### config.mk
export PLATFORM = sky130hd
export DESIGN_NAME = result_fifo_flat
export DESIGN_NICKNAME = d
export VERILOG_FILES = /design/src/rtl/mul_pkg.sv /design/src/rtl/result_fifo_if.sv /design/src/rtl/result_fifo_mem.sv /design/src/rtl/result_fifo.sv /design/src/flat_wrapper.sv
export SDC_FILE = /design/constraint.sdc
export NUM_CORES = 1
export LEC_CHECK = 0
export ABC_AREA = 1
export BUFFER_PORTS_ARGS = -buffer_cell sky130_fd_sc_hd__buf_2
export CAP_MARGIN = 20
export CORE_MARGIN = 2
export CORE_UTILIZATION = 49
export CTS_CLUSTER_SIZE = 12
export DETAILED_ROUTE_END_ITERATION = 8
export GPL_TIMING_DRIVEN = 0
export MAX_ROUTING_LAYER = met4
export PLACE_DENSITY = 0.78
export SYNTH_ARGS = -nofsm -noshare
export SYNTH_HDL_FRONTEND = slang
export SYNTH_HIERARCHICAL = 1
export SYNTH_SLANG_ARGS = --single-unit
### constraint.sdc
create_clock -name clk -period 8.8 [get_ports clk]
set_input_delay 1.32 -clock clk [delete_from_list [all_inputs] [get_ports clk]]
set_output_delay 1.32 -clock clk [all_outputs]
set_load 0.02 [all_outputs]
### src/rtl/mul_pkg.sv
// Defaults and width helpers shared by the multiplier datapath and its result FIFO.
package mul_pkg;

  localparam int unsigned MUL_WIDTH  = 32;
  localparam int unsigned FIFO_DEPTH = 4;

  function automatic int unsigned ptr_width(input int unsigned depth);
    return $clog2(depth);
  endfunction

  function automatic int unsigned cnt_width(input int unsigned depth);
    return $clog2(depth) + 1;
  endfunction

  localparam int unsigned MUL_PTR_W = ptr_width(FIFO_DEPTH);
  localparam int unsigned MUL_CNT_W = MUL_PTR_W + 1;

endpackage

### src/rtl/result_fifo_if.sv
// Producer/consumer handshake and status bundle of the result FIFO.
interface result_fifo_if
  import mul_pkg::*;
#(
  parameter int unsigned WIDTH = MUL_WIDTH,
  parameter int unsigned DEPTH = FIFO_DEPTH
);
  localparam int unsigned CNT_W = cnt_width(DEPTH);

  logic             flush;
  logic             in_valid;
  logic [WIDTH-1:0] in_data;
  logic             in_ready;
  logic             out_valid;
  logic [WIDTH-1:0] out_data;
  logic             out_ready;
  logic [CNT_W-1:0] count;
  logic             full;
  logic             empty;

  modport master (
    output flush, in_valid, in_data, out_ready,
    input  in_ready, out_valid, out_data, count, full, empty
  );

  modport slave (
    input  flush, in_valid, in_data, out_ready,
    output in_ready, out_valid, out_data, count, full, empty
  );
endinterface

### src/rtl/result_fifo_mem.sv
// Entry storage: one synchronous write port, one combinational read port, no reset.
module result_fifo_mem
  import mul_pkg::*;
#(
  parameter int unsigned WIDTH = MUL_WIDTH,
  parameter int unsigned DEPTH = FIFO_DEPTH
) (
  input  logic                        clk,
  input  logic                        we,
  input  logic [ptr_width(DEPTH)-1:0] waddr,
  input  logic [WIDTH-1:0]            wdata,
  input  logic [ptr_width(DEPTH)-1:0] raddr,
  output logic [WIDTH-1:0]            rdata
);

  logic [WIDTH-1:0] mem_q [DEPTH];

  always_ff @(posedge clk) begin
    if (we) mem_q[waddr] <= wdata;
  end

  assign rdata = mem_q[raddr];

endmodule

### src/rtl/result_fifo.sv
// Result FIFO behind the multiplier: pointer/count control around result_fifo_mem.
module result_fifo
  import mul_pkg::*;
#(
  parameter int unsigned WIDTH = MUL_WIDTH,
  parameter int unsigned DEPTH = FIFO_DEPTH
) (
  input  logic          clk,
  input  logic          reset,
  result_fifo_if.slave  bus
);

  localparam int unsigned PTR_W = ptr_width(DEPTH);
  localparam int unsigned CNT_W = cnt_width(DEPTH);

  logic [PTR_W-1:0] wr_ptr_q, wr_ptr_d;
  logic [PTR_W-1:0] rd_ptr_q, rd_ptr_d;
  logic [CNT_W-1:0] count_q,  count_d;
  logic             full_c, empty_c, push_c, pop_c;
  logic [WIDTH-1:0] rdata;

  // Status is decoded only from registered count, so in_ready never sees out_ready.
  assign full_c  = (count_q == CNT_W'(DEPTH));
  assign empty_c = (count_q == '0);
  assign push_c  = bus.in_valid && !full_c && !bus.flush;
  assign pop_c   = !empty_c && bus.out_ready && !bus.flush;

  always_comb begin
    wr_ptr_d = wr_ptr_q;
    rd_ptr_d = rd_ptr_q;
    count_d  = count_q;
    if (bus.flush) begin
      wr_ptr_d = '0;
      rd_ptr_d = '0;
      count_d  = '0;
    end else begin
      if (push_c) wr_ptr_d = wr_ptr_q + PTR_W'(1);
      if (pop_c)  rd_ptr_d = rd_ptr_q + PTR_W'(1);
      case ({push_c, pop_c})
        2'b10:   count_d = count_q + CNT_W'(1);
        2'b01:   count_d = count_q - CNT_W'(1);
        default: count_d = count_q;
      endcase
    end
  end

  always_ff @(posedge clk or posedge reset) begin
    if (reset) begin
      wr_ptr_q <= '0;
      rd_ptr_q <= '0;
      count_q  <= '0;
    end else begin
      wr_ptr_q <= wr_ptr_d;
      rd_ptr_q <= rd_ptr_d;
      count_q  <= count_d;
    end
  end

  result_fifo_mem #(
    .WIDTH (WIDTH),
    .DEPTH (DEPTH)
  ) u_mem (
    .clk   (clk),
    .we    (push_c),
    .waddr (wr_ptr_q),
    .wdata (bus.in_data),
    .raddr (rd_ptr_q),
    .rdata (rdata)
  );

  assign bus.in_ready  = !full_c;
  assign bus.out_valid = !empty_c;
  assign bus.out_data  = empty_c ? '0 : rdata;
  assign bus.count     = count_q;
  assign bus.full      = full_c;
  assign bus.empty     = empty_c;

endmodule

### src/flat_wrapper.sv
// flat-port wrapper written by rule: the top's interface ports become plain ports
module result_fifo_flat import mul_pkg::*;
#(
  parameter int unsigned WIDTH = MUL_WIDTH,
  parameter int unsigned DEPTH = FIFO_DEPTH
)
  (clk, reset, bus_flush, bus_in_valid, bus_in_data, bus_out_ready, bus_in_ready, bus_out_valid, bus_out_data, bus_count, bus_full, bus_empty);
  result_fifo_if #(.WIDTH(WIDTH), .DEPTH(DEPTH)) bus_i ();
  input  logic clk;
  input  logic reset;
  input wire logic [$bits(bus_i.flush)-1:0] bus_flush;
  input wire logic [$bits(bus_i.in_valid)-1:0] bus_in_valid;
  input wire logic [$bits(bus_i.in_data)-1:0] bus_in_data;
  input wire logic [$bits(bus_i.out_ready)-1:0] bus_out_ready;
  output wire logic [$bits(bus_i.in_ready)-1:0] bus_in_ready;
  output wire logic [$bits(bus_i.out_valid)-1:0] bus_out_valid;
  output wire logic [$bits(bus_i.out_data)-1:0] bus_out_data;
  output wire logic [$bits(bus_i.count)-1:0] bus_count;
  output wire logic [$bits(bus_i.full)-1:0] bus_full;
  output wire logic [$bits(bus_i.empty)-1:0] bus_empty;
  assign bus_i.flush = bus_flush;
  assign bus_i.in_valid = bus_in_valid;
  assign bus_i.in_data = bus_in_data;
  assign bus_i.out_ready = bus_out_ready;
  assign bus_in_ready = bus_i.in_ready;
  assign bus_out_valid = bus_i.out_valid;
  assign bus_out_data = bus_i.out_data;
  assign bus_count = bus_i.count;
  assign bus_full = bus_i.full;
  assign bus_empty = bus_i.empty;
  result_fifo #(.WIDTH(WIDTH), .DEPTH(DEPTH)) u_core (.clk(clk), .reset(reset), .bus(bus_i));
endmodule
# After elaboration in Yosys (flattened, before gate mapping)
# Memories as Yosys holds them, arrays and structs flattened.
# Cells that the tools add are included.
[word_totals]
regBits = 7
mem_bits_rw = 128
inputBits = 37
output_inout_bits = 39
elab_cells = 31
n_memories = 1
[classes]
add_sub_neg = 4
n_eq_ne = 3
n_mux = 9
reduce_logical = 11
[mem_list]
columns = ["memory", "depth", "word_bits", "rd", "rd_clocked_by_memory_dff", "wr", "line_no", "source"]
rows = [
  ["u_core.u_mem.mem_q", 4, 32, 1, 0, 1, "result_fifo_mem.sv:16", "logic [WIDTH-1:0] mem_q [DEPTH];"],
]
[ops]
columns = ["op", "count"]
rows = [
  ["$mux W32", 1],
  ["$mux W2", 4],
  ["$pmux W3 S2", 1],
  ["$add A2 B1 Y2 const B", 2],
  ["$logic_and A1 B1 Y1", 4],
  ["$reduce_bool A2 Y1", 2],
  ["$add A3 B1 Y3 const B", 1],
  ["$eq A3 B3 Y1 const B", 1],
  ["$logic_not A1 Y1", 3],
  ["$logic_not A3 Y1", 1],
  ["$mux W3", 1],
  ["$reduce_bool A3 Y1", 1],
  ["$sub A3 B1 Y3 const B", 1],
  ["$eq A2 B1 Y1 const B", 1],
  ["$eq A2 B2 Y1 const B", 1],
  ["$mux W1", 2],
]

# Longest topological paths before layout
# Gate-level depths: netlist of run 1.
[logic_depth]
depth_word = 7
ltp_mapped = 12

# Modules after synthesis
# The synthesis of run 1 kept the hierarchy.
[by_module_without_submodules]
columns = ["mod", "n_inst", "cells_each", "area_per_inst_um2"]
rows = [
  ["result_fifo_mem", 1, 509, 5437.7],
  ["result_fifo", 1, 123, 676.9],
]

# Worst setup path after synthesis of run 1
# OpenSTA, ideal clock, no wires.
[synth_timing]
path_kind = "input to register"
from = "input port bus_in_valid"
to = "memory u_core/u_mem/mem_q[1][0] in the netlist's numbering (enable)"
arrival_ns = 3.741
required_ns = 8.339
path_slack_ns = 4.598
stages = 4
path_buffers = 0
cell_sequence = "nand2_4 > nor2_1 > inv_1 > nor3_1"
[synth_between]
elab_chain_len = 4
[synth_rtl]
columns = ["element", "line_no", "source"]
rows = [
  ["from (decl)", "flat_wrapper.sv:12", "input wire logic [$bits(bus_i.in_valid)-1:0] bus_in_valid;"],
  ["$logic_and A1 B1 Y1 (2 in series)", "result_fifo.sv:25", "assign push_c = bus.in_valid && !full_c && !bus.flush;"],
  ["net u_core.push_c", "result_fifo.sv:19", "logic full_c, empty_c, push_c, pop_c;"],
  ["$mux W1", "result_fifo_mem.sv:19", "if (we) mem_q[waddr] <= wdata;"],
  ["$mux W1 (implied by the code)", "result_fifo_mem.sv:19", ""],
  ["to (decl)", "result_fifo_mem.sv:16", ""],
]
# The timed path passes the listed nets, and every way through them passes these cells.

# Final worst setup path of run 1
[layout_timing]
from = "register u_core.count_q[1] (netlist: u_core/bus.count[1])"
to = "output port bus_out_data[9]"
[layout_between]
elab_chain_len = 2
[layout_rtl]
columns = ["element", "line_no", "source"]
rows = [
  ["from (decl)", "result_fifo.sv:18", "logic [CNT_W-1:0] count_q, count_d;"],
  ["from (signal assigned)", "result_fifo.sv:55", "count_q <= count_d;"],
  ["$logic_not A3 Y1", "result_fifo.sv:24", "assign empty_c = (count_q == '0);"],
  ["$mux W32", "result_fifo.sv:73", "assign bus.out_data = empty_c ? '0 : rdata;"],
  ["to (decl)", "flat_wrapper.sv:17", "output wire logic [$bits(bus_i.out_data)-1:0] bus_out_data;"],
]
# Every way passes these cells.

==> results of run 1 <==
-- stage by stage --
step | area, sq um | power [mW]
global placement | 6700 | 1.44
finish | 7410 | 2.09
CTS | 7410 | 2.11
floorplan | 6110 | 1.23
global route | 7410 | 2.20
detailed placement | 6860 | 1.46
-- final cells by class --
| type | count | area, sq um |
|---|---|---|
| multi-input combinational | 298 | 1290 |
| fill | 979 | 4700 |
| clock buffer | 18 | 429 |
| timing repair buffer | 87 | 510 |
| clock inverter | 14 | 128 |
| sequential | 135 | 4020 |
| buffer | 23 | 169 |
| inverter | 176 | 661 |
| tap | 168 | 210 |
-- worst register-to-register path, delay by kind of cell (launching register included) --
family	cells	cell delay [ns]
flops	1	0.44
buf+inv	3	0.56
simple gates	5	1.03
-- cells in the final DEF, fill, tap and decap left out, types with 2 or more instances in the layout --
master,n
clkbuf_16,17
nand2_1,176
buf_4,4
inv_2,5
nand3_1,68
a21oi_1,2
nor2_1,37
dfrtp_1,7
clkinvlp_4,6
clkinv_1,2
nand2_2,2
edfxtp_1,128
inv_1,170
buf_2,87
nor3_2,4
clkinv_4,3
buf_6,19
inv_6,2
-- sequential cells by signal, indices dropped and copies added (netlist names) --
name                cells
u_core/bus.count        3
u_core/rd_ptr_q         2
u_core/wr_ptr_q         2
u_core/u_mem/mem_q    128
-- final timing paths --
path                                                   to
worst max-delay path                      bus_out_data[9]
worst min-delay path                   u_core/rd_ptr_q[0]
worst max register to register  u_core/u_mem/mem_q[1][12]
worst min register to register         u_core/rd_ptr_q[0]
max in group asynchronous              u_core/rd_ptr_q[0]
min in group asynchronous              u_core/wr_ptr_q[0]
-- logic make-up (layout without fill, tap and decap cells) --
kind of cell,after synthesis,count (layout),synth area share
adder cells (fa/ha/maj),1,1,0.00327
AO/OA/AOI/OAI,5,5,0.00471
XOR/XNOR,2,2,0.00287
buffers and inverters,199,318,0.136
AND/OR/NAND/NOR,290,290,0.196
flip-flops,135,135,0.657
-- power groups by stage --
stage                     Clock [mW]  Combinational, mW  Sequential [mW]
after global placement             0              0.661            0.775
final                          0.650              0.681            0.761
after floorplan                    0              0.447            0.779
after detailed placement           0              0.683            0.773
after CTS                      0.659              0.688            0.760
after global routing           0.688              0.752            0.764
-- routing by layer --
metal	vias up	part of all wire	wire length, um
li1	2142	-	-
met1	2047	0.40	5170
met2	157	0.53	6920
met3	19	0.065	849
met4	0	0.011	143
met5	-	0	0
==> results.cfg, run 1 <==
[worst_hold_path]
hold_path.class = register to register
min_from = u_core/rd_ptr_q[0]
holdPathStages = 1

[global_routing]
use_met2 = 0.363
gr-total-overflow = 0
grt_max_degree = 17
grt_first_pass_wirelength_um = 20700
grt_pass1_vias = 4393
antenna_found_initial = 0
use_met1 = 0.243
grt_util_all_layers = 0.213
grt_use_met3 = 0.0486
top_usage_layer = met2

[power]
switching_share = 0.357
p_leak_nw = 3.64
power_frac_comb = 0.326
ir_drop_mv = 0.152
p_int_mw = 1.34
power_density_nw_per_um2 = 282
clkPwrFrac = 0.311
p_seq_frac = 0.364
switchingPower_mw = 0.747

[yosys]
synth_top_area_share = 0.629
yosys.cell_count.top_type = nand2_1
syn-num-nets = 670
postSynthAreaPerCell_sq_um = 9.68
yosysTopAreaCell = edfxtp_1
synth_edf_count = 128
synth_area_sq_um = 6110
async_flop_share = 0.0519
ys_ff_latch = 135
yosys_warnings = 6
yosysSeqAreaShare = 0.657
synthCells = 632
synth_cell_types = 23
synth_area_leaders = edfxtp_1, nand2_1, inv_1, nand3_1, dfrtp_1
synth_top_flop_cell = edfxtp_1
yosys-top-cells-count = nand2_1, inv_1, edfxtp_1

[critical_path]
cpLargestDelayFamily = buffers and inverters
cp-end-kind = output port
crit_start = u_core/bus.count[1]
max_stage_delay_ns = 0.43
cp.required_ns = 7.48
cp-start-kind = register
reg2reg_depth = 8
path_class = register to output port
arrival_ns = 1.83
cp_common_cell = buf_2
path_cells = nor2_2 -> nand2_1 -> inv_2 -> buf_2 -> nor2_1 -> buf_2
cp.depth = 6
crit_slowest_cell = dfrtp_1
critPathBufInv = 3
rrSetupSlack_ns = 6.49
cp_max_fo = 10
r2r_start = u_core/bus.count[0]

[floorplanning]
die-area_sq_um = 13400
initial_core_util = 0.505
coreArea_sq_um = 12100
die_h_um = 116
fp.dieW_um = 116
io_pins = 76
rows = 40

[clock_network]
clock_sinks = 135
cts_tree = built
htree_levels = 4
cts.clk_slew.worst_paths_ns = 0.06
ctsHoldBuffers = 0
numCtsBuffers = 17
cts_root_buffer = clkbuf_16
postCtsSetupBuffers = 0
worstSkewPairLatency_ns = 0.40
cts_buffer_depth = 2
cts_resized = 0

[sta]
worstMarginPinSlew_ns = 0.838
max_freq_mhz = 318
hold_viol = 0
fin_setup_tns_ns = 0
setup_ws_ns = 5.65
rsz0062_at_grt = no
setup_viol = 0
min_period_ns = 3.15
fin_skew_ns = 0.00669
slew_viol_final = 0
whs_ns = 0.552
slew_headroom = 0.438
post-route-period-util = 0.358

[final_layout]
antenna_cells = 0
syn_to_final_growth_pct = 21.2
final_cells = 919
utilization = 0.612
drive_gt1_frac = 0.206
nNetsFinal = 776

[placed_design]
dp_slack_ns = 5.68
place_congestion = 0.813
port_buffers = 75
dp_cells = 887
hpwl_um = 8820

[route]
drtAntennaViolNets = 0
dr.pass1.iters = 7
routedWlPerCell_um = 14.2
vias = 4365
drtIter0Drc = 278
drc = 0
avgViaCountPerCell = 4.75
drt-total-wl_um = 13100

[outcome]
status = finished, final reports clean

[run]
drv_cap = 0
Note: power is estimated with default switching activity, not from simulation.
==> inputs of run 2 (changes only) <==
- PLACE_DENSITY: 0.78 -> 0.81
- clock period: 8.8 -> 2.73 ns (I/O delays scaled with it)
==> results.cfg, run 2 (synthesized netlist as in run 1, its figures left out) <==
[final_layout]
top_register = u_core/u_mem/mem_q
final_common_cell = nand2_1
syn_to_final_growth_pct = 23.3
nNetsFinal = 778
largest_register_ffs = 128
drive_gt1_frac = 0.206
layout_common_cells = nand2_1, inv_1, edfxtp_1

[route]
vias = 4249
drtIter0Drc = 276
avgViaCountPerCell = 4.61
drtAntennaViolNets = 0
dr.pass1.iters = 5
drc = 0
drt-total-wl_um = 12700
routedWlPerCell_um = 13.8

[critical_path]
arrival_ns = 1.86
cp_max_fo = 10
r2r_start = u_core/bus.count[0]
cp.required_ns = 2.32
cp-end-kind = output port
path_class = register to output port
reg2reg_depth = 8
timing.rr.end = u_core/u_mem/mem_q[0][14]
rrSetupSlack_ns = 0.49
cp-start-kind = register

[sta]
whs_ns = 0.210
hold_viol = 0
worstMarginPinSlew_ns = 0.859
min_period_ns = 2.27
post-route-period-util = 0.833
slew_headroom = 0.424
slew_viol_final = 0
fin_skew_ns = 0.00431
setup_viol = 0
rsz0062_at_grt = no
max_freq_mhz = 440
setup_ws_ns = 0.457

[floorplanning]
die_h_um = 116
die-area_sq_um = 13400
io_pins = 76
initial_core_util = 0.505
coreArea_sq_um = 12100
fp.dieW_um = 116
rows = 40

[clock_network]
worstSkewPairLatency_ns = 0.41
cts_tree = built
htree_levels = 4
clock_sinks = 135
postCtsSetupBuffers = 0
cts.clk_slew.worst_paths_ns = 0.06
cts_buffer_depth = 2
cts_resized = 0
ctsHoldBuffers = 1
numCtsBuffers = 17
cts_root_buffer = clkbuf_16

[power]
ir_drop_mv = 0.614
power_density_nw_per_um2 = 950
total_power_mw = 7.16
p_leak_nw = 3.72

[worst_hold_path]
min_from = bus_in_data[9]
hold_path.class = input port to register
holdPathStages = 1
hold_path_end = u_core/u_mem/mem_q[0][9]

[placed_design]
hpwl_um = 8260
port_buffers = 75
dp_slack_ns = 0.491
place_congestion = 0.809

[global_routing]
antenna_found_initial = 1
grt_max_degree = 17
grt_util_all_layers = 0.209
grt_pass1_vias = 4151
gr-total-overflow = 0
grt_first_pass_wirelength_um = 19900

[outcome]
status = finished, final reports clean

[run]
drv_cap = 0
## run 2: cell count changes in the layout (fill, tap and decap cells not counted)
cell,before,now
clkbuf_1,1,0
clkinv_4,3,1
dlygate4sd3_1,0,1
clkinv_1,2,4
buf_8,0,1
diode_2,0,1
clkinvlp_4,6,1
inv_6,2,1
clkinv_2,1,3
bufinv_16,1,6
## run 2: routing by layer
layer | global-route usage | vias to the layer above | wire length (um)
met4 | 0.0905 | 0 | 270
li1 | - | 2144 | -
met5 | - | - | 0
met1 | 0.237 | 1957 | 5260
met3 | 0.0554 | 19 | 762
met2 | 0.352 | 129 | 6430
## run 2: stage by stage
stage	utilization	setup TNS, ns	std cells	cell area, sq um
floorplan	-	-122.06	632	6110
CTS	0.622	0	921	7540
global route	0.623	0	922	7540
detailed placement	0.567	0	888	6870
finish	0.623	0	922	7540
global placement	0.553	-306.69	875	6700
## run 2: cell type report
cell class	count	area, sq um
Timing Repair Buffer	89	536
Clock inverter	15	231
Fill cell	960	4570
Inverter	176	661
Antenna cell	1	2.50
Tap cell	168	210
Sequential cell	135	4020
Clock buffer	17	425
Multi-Input combinational cell	298	1290
Buffer	23	169
## run 2: how the worst max path moves through the flow
| stage | cells after the start | slack (ns) | endpoint | from |
|---|---|---|---|---|
| 2_1_floorplan | 6 | -0.95 | u_core/u_mem/mem_q[1][0] | u_core/bus.count[0] |
| 5_1_grt | 8 | 0.31 | u_core/u_mem/mem_q[0][15] | u_core/bus.count[0] |
| 4_1_cts | 6 | 0.41 | bus_out_data[0] | u_core/bus.count[1] |
| 3_3_place_gp | 6 | -2.45 | u_core/u_mem/mem_q[2][16] | u_core/bus.count[0] |
| 6_report | 8 | 0.46 | bus_out_data[2] | u_core/rd_ptr_q[1] |
| 3_5_place_dp | 8 | 0.49 | u_core/u_mem/mem_q[0][17] | u_core/bus.count[0] |
## run 2: worst max-delay path: stages (launching register included)
cell	delay, ns
dfrtp_1	0.39
buf_6	0.14
inv_1	0.18
buf_6	0.19
nand3_1	0.10
nand2_1	0.07
inv_1	0.04
nor2_1	0.14
buf_2	0.19
## run 2: power breakdown
part	switching (mW)	leakage [nW]	internal (mW)	total, mW
clock network	0.812	0.320	1.70	2.51
registers	0.0585	1.25	2.39	2.45
logic	1.51	2.14	0.691	2.20
total	2.38	3.72	4.78	7.16
